### config.mk
export PLATFORM = sky130hd
export DESIGN_NAME = uart_sram_loader_flat
export DESIGN_NICKNAME = d
export VERILOG_FILES = /design/src/rtl/uart_sram_loader_if.sv /design/src/rtl/uart_sram_loader.sv /design/src/flat_wrapper.sv
export SDC_FILE = /design/constraint.sdc
export NUM_CORES = 1
export LEC_CHECK = 0
export ABC_AREA = 1
export BUFFER_PORTS_ARGS = -buffer_cell sky130_fd_sc_hd__buf_4
export CORE_UTILIZATION = 25
export DETAILED_ROUTE_END_ITERATION = 7
export GPL_ROUTABILITY_DRIVEN = 0
export GPL_TIMING_DRIVEN = 0
export PLACE_DENSITY = 0.41
export SLEW_MARGIN = 15
export SYNTH_ARGS = -nofsm -noshare
export SYNTH_HDL_FRONTEND = slang
export SYNTH_SLANG_ARGS = --single-unit
### constraint.sdc
create_clock -name clk -period 1.3 [get_ports clk]
set_clock_uncertainty 0.05 [all_clocks]
set_input_delay 0.195 -clock clk [delete_from_list [all_inputs] [get_ports clk]]
set_output_delay 0.195 -clock clk [all_outputs]
set_load 0.005 [all_outputs]
### src/rtl/uart_sram_loader_if.sv
// Bundles the byte-stream input from the UART receiver, the SRAM write port
// and the status outputs of uart_sram_loader.
//   master : loader side (consumes rx_*, mem_gnt; drives SRAM port and status)
//   slave  : environment side (UART receiver, bus arbiter, SRAM, CPU)
interface uart_sram_loader_if #(
  parameter int AW = 16
);
  logic [7:0]    rx_dat;
  logic          rx_stb;
  logic          rx_err;
  logic          mem_req;
  logic          mem_gnt;
  logic [AW-1:0] mem_addr;
  logic [7:0]    mem_wdat;
  logic          mem_we;
  logic          cpu_hold;
  logic          busy;
  logic          done;
  logic          err;

  modport master (
    input  rx_dat, rx_stb, rx_err, mem_gnt,
    output mem_req, mem_addr, mem_wdat, mem_we, cpu_hold, busy, done, err
  );

  modport slave (
    output rx_dat, rx_stb, rx_err, mem_gnt,
    input  mem_req, mem_addr, mem_wdat, mem_we, cpu_hold, busy, done, err
  );
endinterface

### src/rtl/uart_sram_loader.sv
// uart_sram_loader
// Parses framed load commands from the UART byte stream
//   SYNC, ADDR_H, ADDR_L, LEN (0 = 256), payload[LEN] (, checksum)
// and writes the payload to consecutive SRAM addresses through a req/gnt
// handshake, holding the CPU off the bus while a frame is in flight.
// Optional feature macro: CHECKSUM_EN -- adds a trailing XOR checksum byte
// over ADDR_H, ADDR_L, LEN and the payload, checked in a CHK state.
// Ports:
//   clk    : system clock
//   reset  : asynchronous, active-high reset
//   bus    : uart_sram_loader_if.master
//            rx_dat/rx_stb/rx_err  byte input and framing-error pulse
//            mem_req/mem_gnt       SRAM arbitration handshake
//            mem_addr/mem_wdat     write address/data, stable while mem_req=1
//            mem_we                mem_req & mem_gnt
//            cpu_hold/busy         frame in flight / FSM not idle
//            done/err              completion pulse / sticky error flag
module uart_sram_loader #(
  parameter int         AW   = 16,
  parameter logic [7:0] SYNC = 8'h55
) (
  input  logic                  clk,
  input  logic                  reset,
  uart_sram_loader_if.master    bus
);

  typedef enum logic [2:0] {
    IDLE, ADDR_H, ADDR_L, LEN, DATA, WRITE
`ifdef CHECKSUM_EN
    , CHK
`endif
  } state_t;

  state_t        state, state_n;
  logic [AW-1:0] mem_addr, addr_n;
  logic [7:0]    mem_wdat, wdat_n;
  logic          mem_req, req_n;
  logic          cpu_hold, hold_n;
  logic          done, done_n;
  logic          err, err_n;
  logic [8:0]    cnt, cnt_n;
  logic          abort;
`ifdef CHECKSUM_EN
  logic [7:0]    csum, csum_n;
`endif

  always_ff @(posedge clk or posedge reset) begin
    if (reset) state <= IDLE;
    else       state <= state_n;
  end

  always_comb begin
    state_n = state;
    addr_n  = mem_addr;
    wdat_n  = mem_wdat;
    req_n   = mem_req;
    hold_n  = cpu_hold;
    err_n   = err;
    done_n  = 1'b0;
    cnt_n   = cnt;
    abort   = 1'b0;
`ifdef CHECKSUM_EN
    csum_n  = csum;
`endif
    case (state)
      IDLE: begin
        if (bus.rx_stb && bus.rx_dat == SYNC) begin
          state_n = ADDR_H;
          hold_n  = 1'b1;
          err_n   = 1'b0;
`ifdef CHECKSUM_EN
          csum_n  = 8'h00;
`endif
        end
      end
      ADDR_H: begin
        if (bus.rx_stb) begin
          // Cast drops address bits above AW when AW < 16.
          addr_n  = AW'({bus.rx_dat, mem_addr[7:0]});
          state_n = ADDR_L;
`ifdef CHECKSUM_EN
          csum_n  = csum ^ bus.rx_dat;
`endif
        end
      end
      ADDR_L: begin
        if (bus.rx_stb) begin
          addr_n[7:0] = bus.rx_dat;
          state_n     = LEN;
`ifdef CHECKSUM_EN
          csum_n      = csum ^ bus.rx_dat;
`endif
        end
      end
      LEN: begin
        if (bus.rx_stb) begin
          cnt_n   = (bus.rx_dat == 8'h00) ? 9'd256 : {1'b0, bus.rx_dat};
          state_n = DATA;
`ifdef CHECKSUM_EN
          csum_n  = csum ^ bus.rx_dat;
`endif
        end
      end
      DATA: begin
        if (bus.rx_stb) begin
          wdat_n  = bus.rx_dat;
          req_n   = 1'b1;
          state_n = WRITE;
`ifdef CHECKSUM_EN
          csum_n  = csum ^ bus.rx_dat;
`endif
        end
      end
      WRITE: begin
        if (bus.mem_gnt) begin
          req_n  = 1'b0;
          addr_n = mem_addr + AW'(1);
          cnt_n  = cnt - 9'd1;
          if (cnt == 9'd1) begin
`ifdef CHECKSUM_EN
            state_n = CHK;
`else
            state_n = IDLE;
            done_n  = 1'b1;
            hold_n  = 1'b0;
`endif
          end else begin
            state_n = DATA;
          end
        end
        // A new byte before the write finished is an overrun. If the grant
        // arrives in the same cycle the write still happens (mem_we is
        // combinational), the frame is aborted afterwards.
        if (bus.rx_stb) abort = 1'b1;
      end
`ifdef CHECKSUM_EN
      CHK: begin
        if (bus.rx_stb) begin
          state_n = IDLE;
          hold_n  = 1'b0;
          if (bus.rx_dat == csum) done_n = 1'b1;
          else                    err_n  = 1'b1;
        end
      end
`endif
      default: state_n = IDLE;
    endcase

    if (bus.rx_err && state != IDLE) abort = 1'b1;

    if (abort) begin
      state_n = IDLE;
      req_n   = 1'b0;
      hold_n  = 1'b0;
      err_n   = 1'b1;
      done_n  = 1'b0;
    end
  end

  always_ff @(posedge clk or posedge reset) begin
    if (reset) begin
      mem_addr <= '0;
      mem_wdat <= '0;
      mem_req  <= 1'b0;
      cpu_hold <= 1'b0;
      done     <= 1'b0;
      err      <= 1'b0;
      cnt      <= '0;
`ifdef CHECKSUM_EN
      csum     <= '0;
`endif
    end else begin
      mem_addr <= addr_n;
      mem_wdat <= wdat_n;
      mem_req  <= req_n;
      cpu_hold <= hold_n;
      done     <= done_n;
      err      <= err_n;
      cnt      <= cnt_n;
`ifdef CHECKSUM_EN
      csum     <= csum_n;
`endif
    end
  end

  assign bus.mem_req  = mem_req;
  assign bus.mem_addr = mem_addr;
  assign bus.mem_wdat = mem_wdat;
  assign bus.mem_we   = mem_req & bus.mem_gnt;
  assign bus.cpu_hold = cpu_hold;
  assign bus.busy     = (state != IDLE);
  assign bus.done     = done;
  assign bus.err      = err;

endmodule

### src/flat_wrapper.sv
// flat-port wrapper written by rule: the top's interface ports become plain ports
module uart_sram_loader_flat 
#(
  parameter int         AW   = 16,
  parameter logic [7:0] SYNC = 8'h55
)
  (clk, reset, bus_rx_dat, bus_rx_stb, bus_rx_err, bus_mem_gnt, bus_mem_req, bus_mem_addr, bus_mem_wdat, bus_mem_we, bus_cpu_hold, bus_busy, bus_done, bus_err);
  uart_sram_loader_if #(.AW(AW)) bus_i ();
  input  logic clk;
  input  logic reset;
  input wire logic [$bits(bus_i.rx_dat)-1:0] bus_rx_dat;
  input wire logic [$bits(bus_i.rx_stb)-1:0] bus_rx_stb;
  input wire logic [$bits(bus_i.rx_err)-1:0] bus_rx_err;
  input wire logic [$bits(bus_i.mem_gnt)-1:0] bus_mem_gnt;
  output wire logic [$bits(bus_i.mem_req)-1:0] bus_mem_req;
  output wire logic [$bits(bus_i.mem_addr)-1:0] bus_mem_addr;
  output wire logic [$bits(bus_i.mem_wdat)-1:0] bus_mem_wdat;
  output wire logic [$bits(bus_i.mem_we)-1:0] bus_mem_we;
  output wire logic [$bits(bus_i.cpu_hold)-1:0] bus_cpu_hold;
  output wire logic [$bits(bus_i.busy)-1:0] bus_busy;
  output wire logic [$bits(bus_i.done)-1:0] bus_done;
  output wire logic [$bits(bus_i.err)-1:0] bus_err;
  assign bus_i.rx_dat = bus_rx_dat;
  assign bus_i.rx_stb = bus_rx_stb;
  assign bus_i.rx_err = bus_rx_err;
  assign bus_i.mem_gnt = bus_mem_gnt;
  assign bus_mem_req = bus_i.mem_req;
  assign bus_mem_addr = bus_i.mem_addr;
  assign bus_mem_wdat = bus_i.mem_wdat;
  assign bus_mem_we = bus_i.mem_we;
  assign bus_cpu_hold = bus_i.cpu_hold;
  assign bus_busy = bus_i.busy;
  assign bus_done = bus_i.done;
  assign bus_err = bus_i.err;
  uart_sram_loader #(.AW(AW), .SYNC(SYNC)) u_core (.clk(clk), .reset(reset), .bus(bus_i));
endmodule
==> flow_metrics.py <==
metrics = {
    "setup_path": {
        "start_kind": "flip-flop",
        "worst_setup_path_end_kind": "flip-flop",
        "path_max_fanout": 8,
        "crit_required_ps": 1450,
        "arrival_ps": 1720,
        "path_class": "flip-flop to flip-flop",
    },
    "clocking": {
        "cts_tree": "yes",
        "clock_latency_ps": 300,
        "cts-buffers-inserted": 5,
        "cts-root-buf": "clkbuf_8",
        "h-tree-depth": 2,
        "cts_sinks": 40,
        "clkTransAtPathRegs_ps": 90,
        "cts_buffer_depth": 2,
    },
    "die": {
        "num_io_pins": 43,
        "rows": 36,
        "die_w_um": 103,
        "die-area_um2": 10600,
        "start_util": 0.259,
        "dieHeight_um": 103,
        "fp.coreArea_um2": 9820,
    },
    "drt": {
        "drtIter0Drc": 115,
        "drc": 0,
        "post_drt_wl_per_cell_um": 14.1,
        "drt_pass1_iterations": 4,
        "routed_wl_um": 8200,
        "ant_nets": 0,
        "vias": 2702,
        "vias_per_cell": 4.65,
    },
    "logic_synthesis": {
        "ys_types": 28,
        "avgSynthCellArea_um2": 6.83,
        "synth_xor_xnor_area_share": 0,
        "synth_compound_area_frac": 0.160,
        "synth_top_family_by_area": "simple AND/OR/NAND/NOR gates",
        "synthAdderAreaFrac": 0.0148,
        "syn_area_um2": 2540,
        "synth_seq_cells": 40,
        "synth_fp_nets": 388,
        "synthCells": 372,
        "ys_seq_area_frac": 0.394,
        "ys_warn_count": 0,
        "yosys.area_share.simple": 0.335,
        "synth.area.mux_share": 0,
    },
    "layout": {
        "syn_to_final_growth_pct": 39.7,
        "final_util": 0.362,
        "fillerInstances": 1084,
        "multi_input_area_um2": 1460,
        "antenna_cells": 0,
        "drive_above_1_share": 0.313,
        "seq_area_um2": 1000,
        "fin_nets": 463,
        "stdcell_area_um2": 3550,
    },
    "status": {
        "outcome": "finished, violations left",
        "violations": "setup timing",
    },
    "placed_design": {
        "placed_area_um2": 3100,
        "dp_hpwl_um": 6100,
        "io_buffer_count": 42,
    },
    "sta": {
        "period_share": 1.21,
        "max_slew_margin": 0.788,
        "setup_violations": 40,
        "hold_viol_final": 0,
        "rsz0062_at_grt": "yes",
        "period_minus_slack_ps": 1570,
        "worst_pin_slew_ps": 317,
        "setup_slack_ps": -271,
        "report.final.slew_viol_count": 0,
        "fmax_mhz": 637,
    },
    "power_and_ir_drop": {
        "leakagePower_nw": 1.74,
        "p_sw_mw": 3.32,
        "irDropWorstVdd_mv": 0.832,
        "power_frac_comb": 0.556,
        "power_density_nw_per_um2": 2080,
        "clkPwrFrac": 0.125,
        "p_sw_frac": 0.451,
        "p_int_mw": 4.05,
        "pwr-share-seq": 0.319,
    },
    "run": {
        "max_cap_viol_count": 0,
    },
    "grt": {
        "grt_pass1_vias": 2581,
        "antenna_found_initial": 0,
        "grt_pass1_wl_um": 13100,
        "grtUsageTotal": 0.164,
        "overflow": 0,
        "grt_max_degree": 30,
    },
    "worst_hold_path": {
        "hold_path_class": "primary input to flip-flop",
    },
}
## power groups by stage
stage	clock network [mW]	registers, mW	logic (mW)
after floorplan	0	2.29	2.17
after global placement	0	2.39	3.37
after detailed placement	0	2.40	3.39
after CTS	0.944	2.34	3.95
after global routing	0.993	2.44	4.61
final	0.923	2.35	4.10
## per-stage QoR
stage          cells  hold WS (ps)  TNS [ps]  worst slack (ps)  power, mW
2_1_floorplan    372           306     -1230              -104       4.46
6_report         581           142     -7680              -271       7.37
4_1_cts          579           145     -7150              -229       7.24
3_3_place_gp     547           415    -33180              -759       5.76
5_1_grt          581           148    -11340              -333       8.04
3_5_place_dp     548           127     -8490              -343       5.79
## layer usage
| metal | global-route usage | routed length (um) |
|---|---|---|
| met5 | 0 | 0 |
| met4 | 0.0542 | 158 |
| met3 | 0.0271 | 279 |
| met2 | 0.256 | 3720 |
| met1 | 0.229 | 4040 |
## logic make-up after synthesis
kind of cell             Yosys count
buffers and inverters             59
flip-flops                        40
AND/OR/NAND/NOR                  193
adder cells (fa/ha/maj)            3
AO/OA/AOI/OAI                     77
## area by class of cell
type | instances | area share
Buffer | 6 | 0.0176
Clock buffer | 7 | 0.0243
Clock inverter | 1 | 0.00211
Inverter | 53 | 0.0631
Multi-Input combinational cell | 273 | 0.412
Sequential cell | 40 | 0.283
Tap cell | 133 | 0.0469
Timing Repair Buffer | 66 | 0.148
Timing Repair inverter | 2 | 0.00352
## synth_stat cells
cell,n,area share
a211oi_1,1,0.0030
a21boi_0,1,0.0030
a21oi_1,24,0.047
a22oi_1,1,0.0030
a31oi_1,1,0.0025
buf_2,3,0.0059
buf_6,2,0.0089
clkbuf_1,1,0.0015
dfrtp_1,40,0.39
ha_1,3,0.015
inv_1,47,0.069
inv_2,4,0.0059
inv_4,2,0.0049
nand2_1,106,0.16
nand2_2,3,0.0074
nand2_4,2,0.0089
nand3_1,26,0.051
nand3_4,2,0.014
nand4_1,8,0.020
nor2_1,41,0.061
nor2_4,3,0.013
nor3_1,2,0.0039
o21a_1,1,0.0030
o21ai_0,43,0.085
o21ai_1,1,0.0020
o21ai_2,1,0.0034
o22ai_1,2,0.0049
o31ai_1,1,0.0030
## worst max-delay path, cell delays in order, from the launching register on
cell and delay, ps:
dfrtp_1 380, buf_6 140, inv_4 60, nand2_4 40, nor2_4 220, nand2_4 150, nand3_4 190, inv_6 60
o21a_1 170
## path summary, 6_finish.rpt
kind	start	endpoint	slack [ps]	cells after the start
min in group asynchronous	reset	u_core.bus.cpu_hold	340	3
max in group asynchronous	reset	u_core.cnt[0]	400	4
max	u_core.state[1]	u_core.bus.mem_addr[1]	-270	8
min reg2reg	u_core.bus.cpu_hold	u_core.bus.cpu_hold	430	2
min	bus_rx_dat[3]	u_core.bus.mem_wdat[3]	140	3
max reg2reg	u_core.state[1]	u_core.bus.mem_addr[1]	-270	8
## registers in the layout (all words and copies together) (netlist names)
| signal | count |
|---|---|
| u_core.bus.mem_addr | 16 |
| u_core.cnt | 9 |
| u_core.bus.mem_wdat | 8 |
| u_core.state | 3 |
| u_core.bus.cpu_hold | 1 |
| u_core.bus.done | 1 |
| u_core.bus.err | 1 |
| u_core.bus.mem_req | 1 |
## repair_timing
action	in CTS	in global routing
pin swaps	11	5
hold buffers	1	0
resized for setup	32	23
setup endpoints to repair	41	41
buffers inserted	20	2
gates cloned	2	0
hold endpoints to repair	11	0
## cells in the final DEF, fill, tap and decap left out, types with 5 or more instances in the layout
master	synthesis	final
clkbuf_8	0	7
o21ai_0	43	20
nor2_2	0	9
nand4_1	8	8
nor2_4	3	5
nor2_1	41	30
buf_4	0	64
dfrtp_1	40	38
nand2_1	106	92
inv_1	47	44
o21ai_2	1	8
a21oi_1	24	24
nand2_2	3	14
o21ai_1	1	16
nand3_1	26	22
No activity file was read; power rests on OpenSTA's default activity.
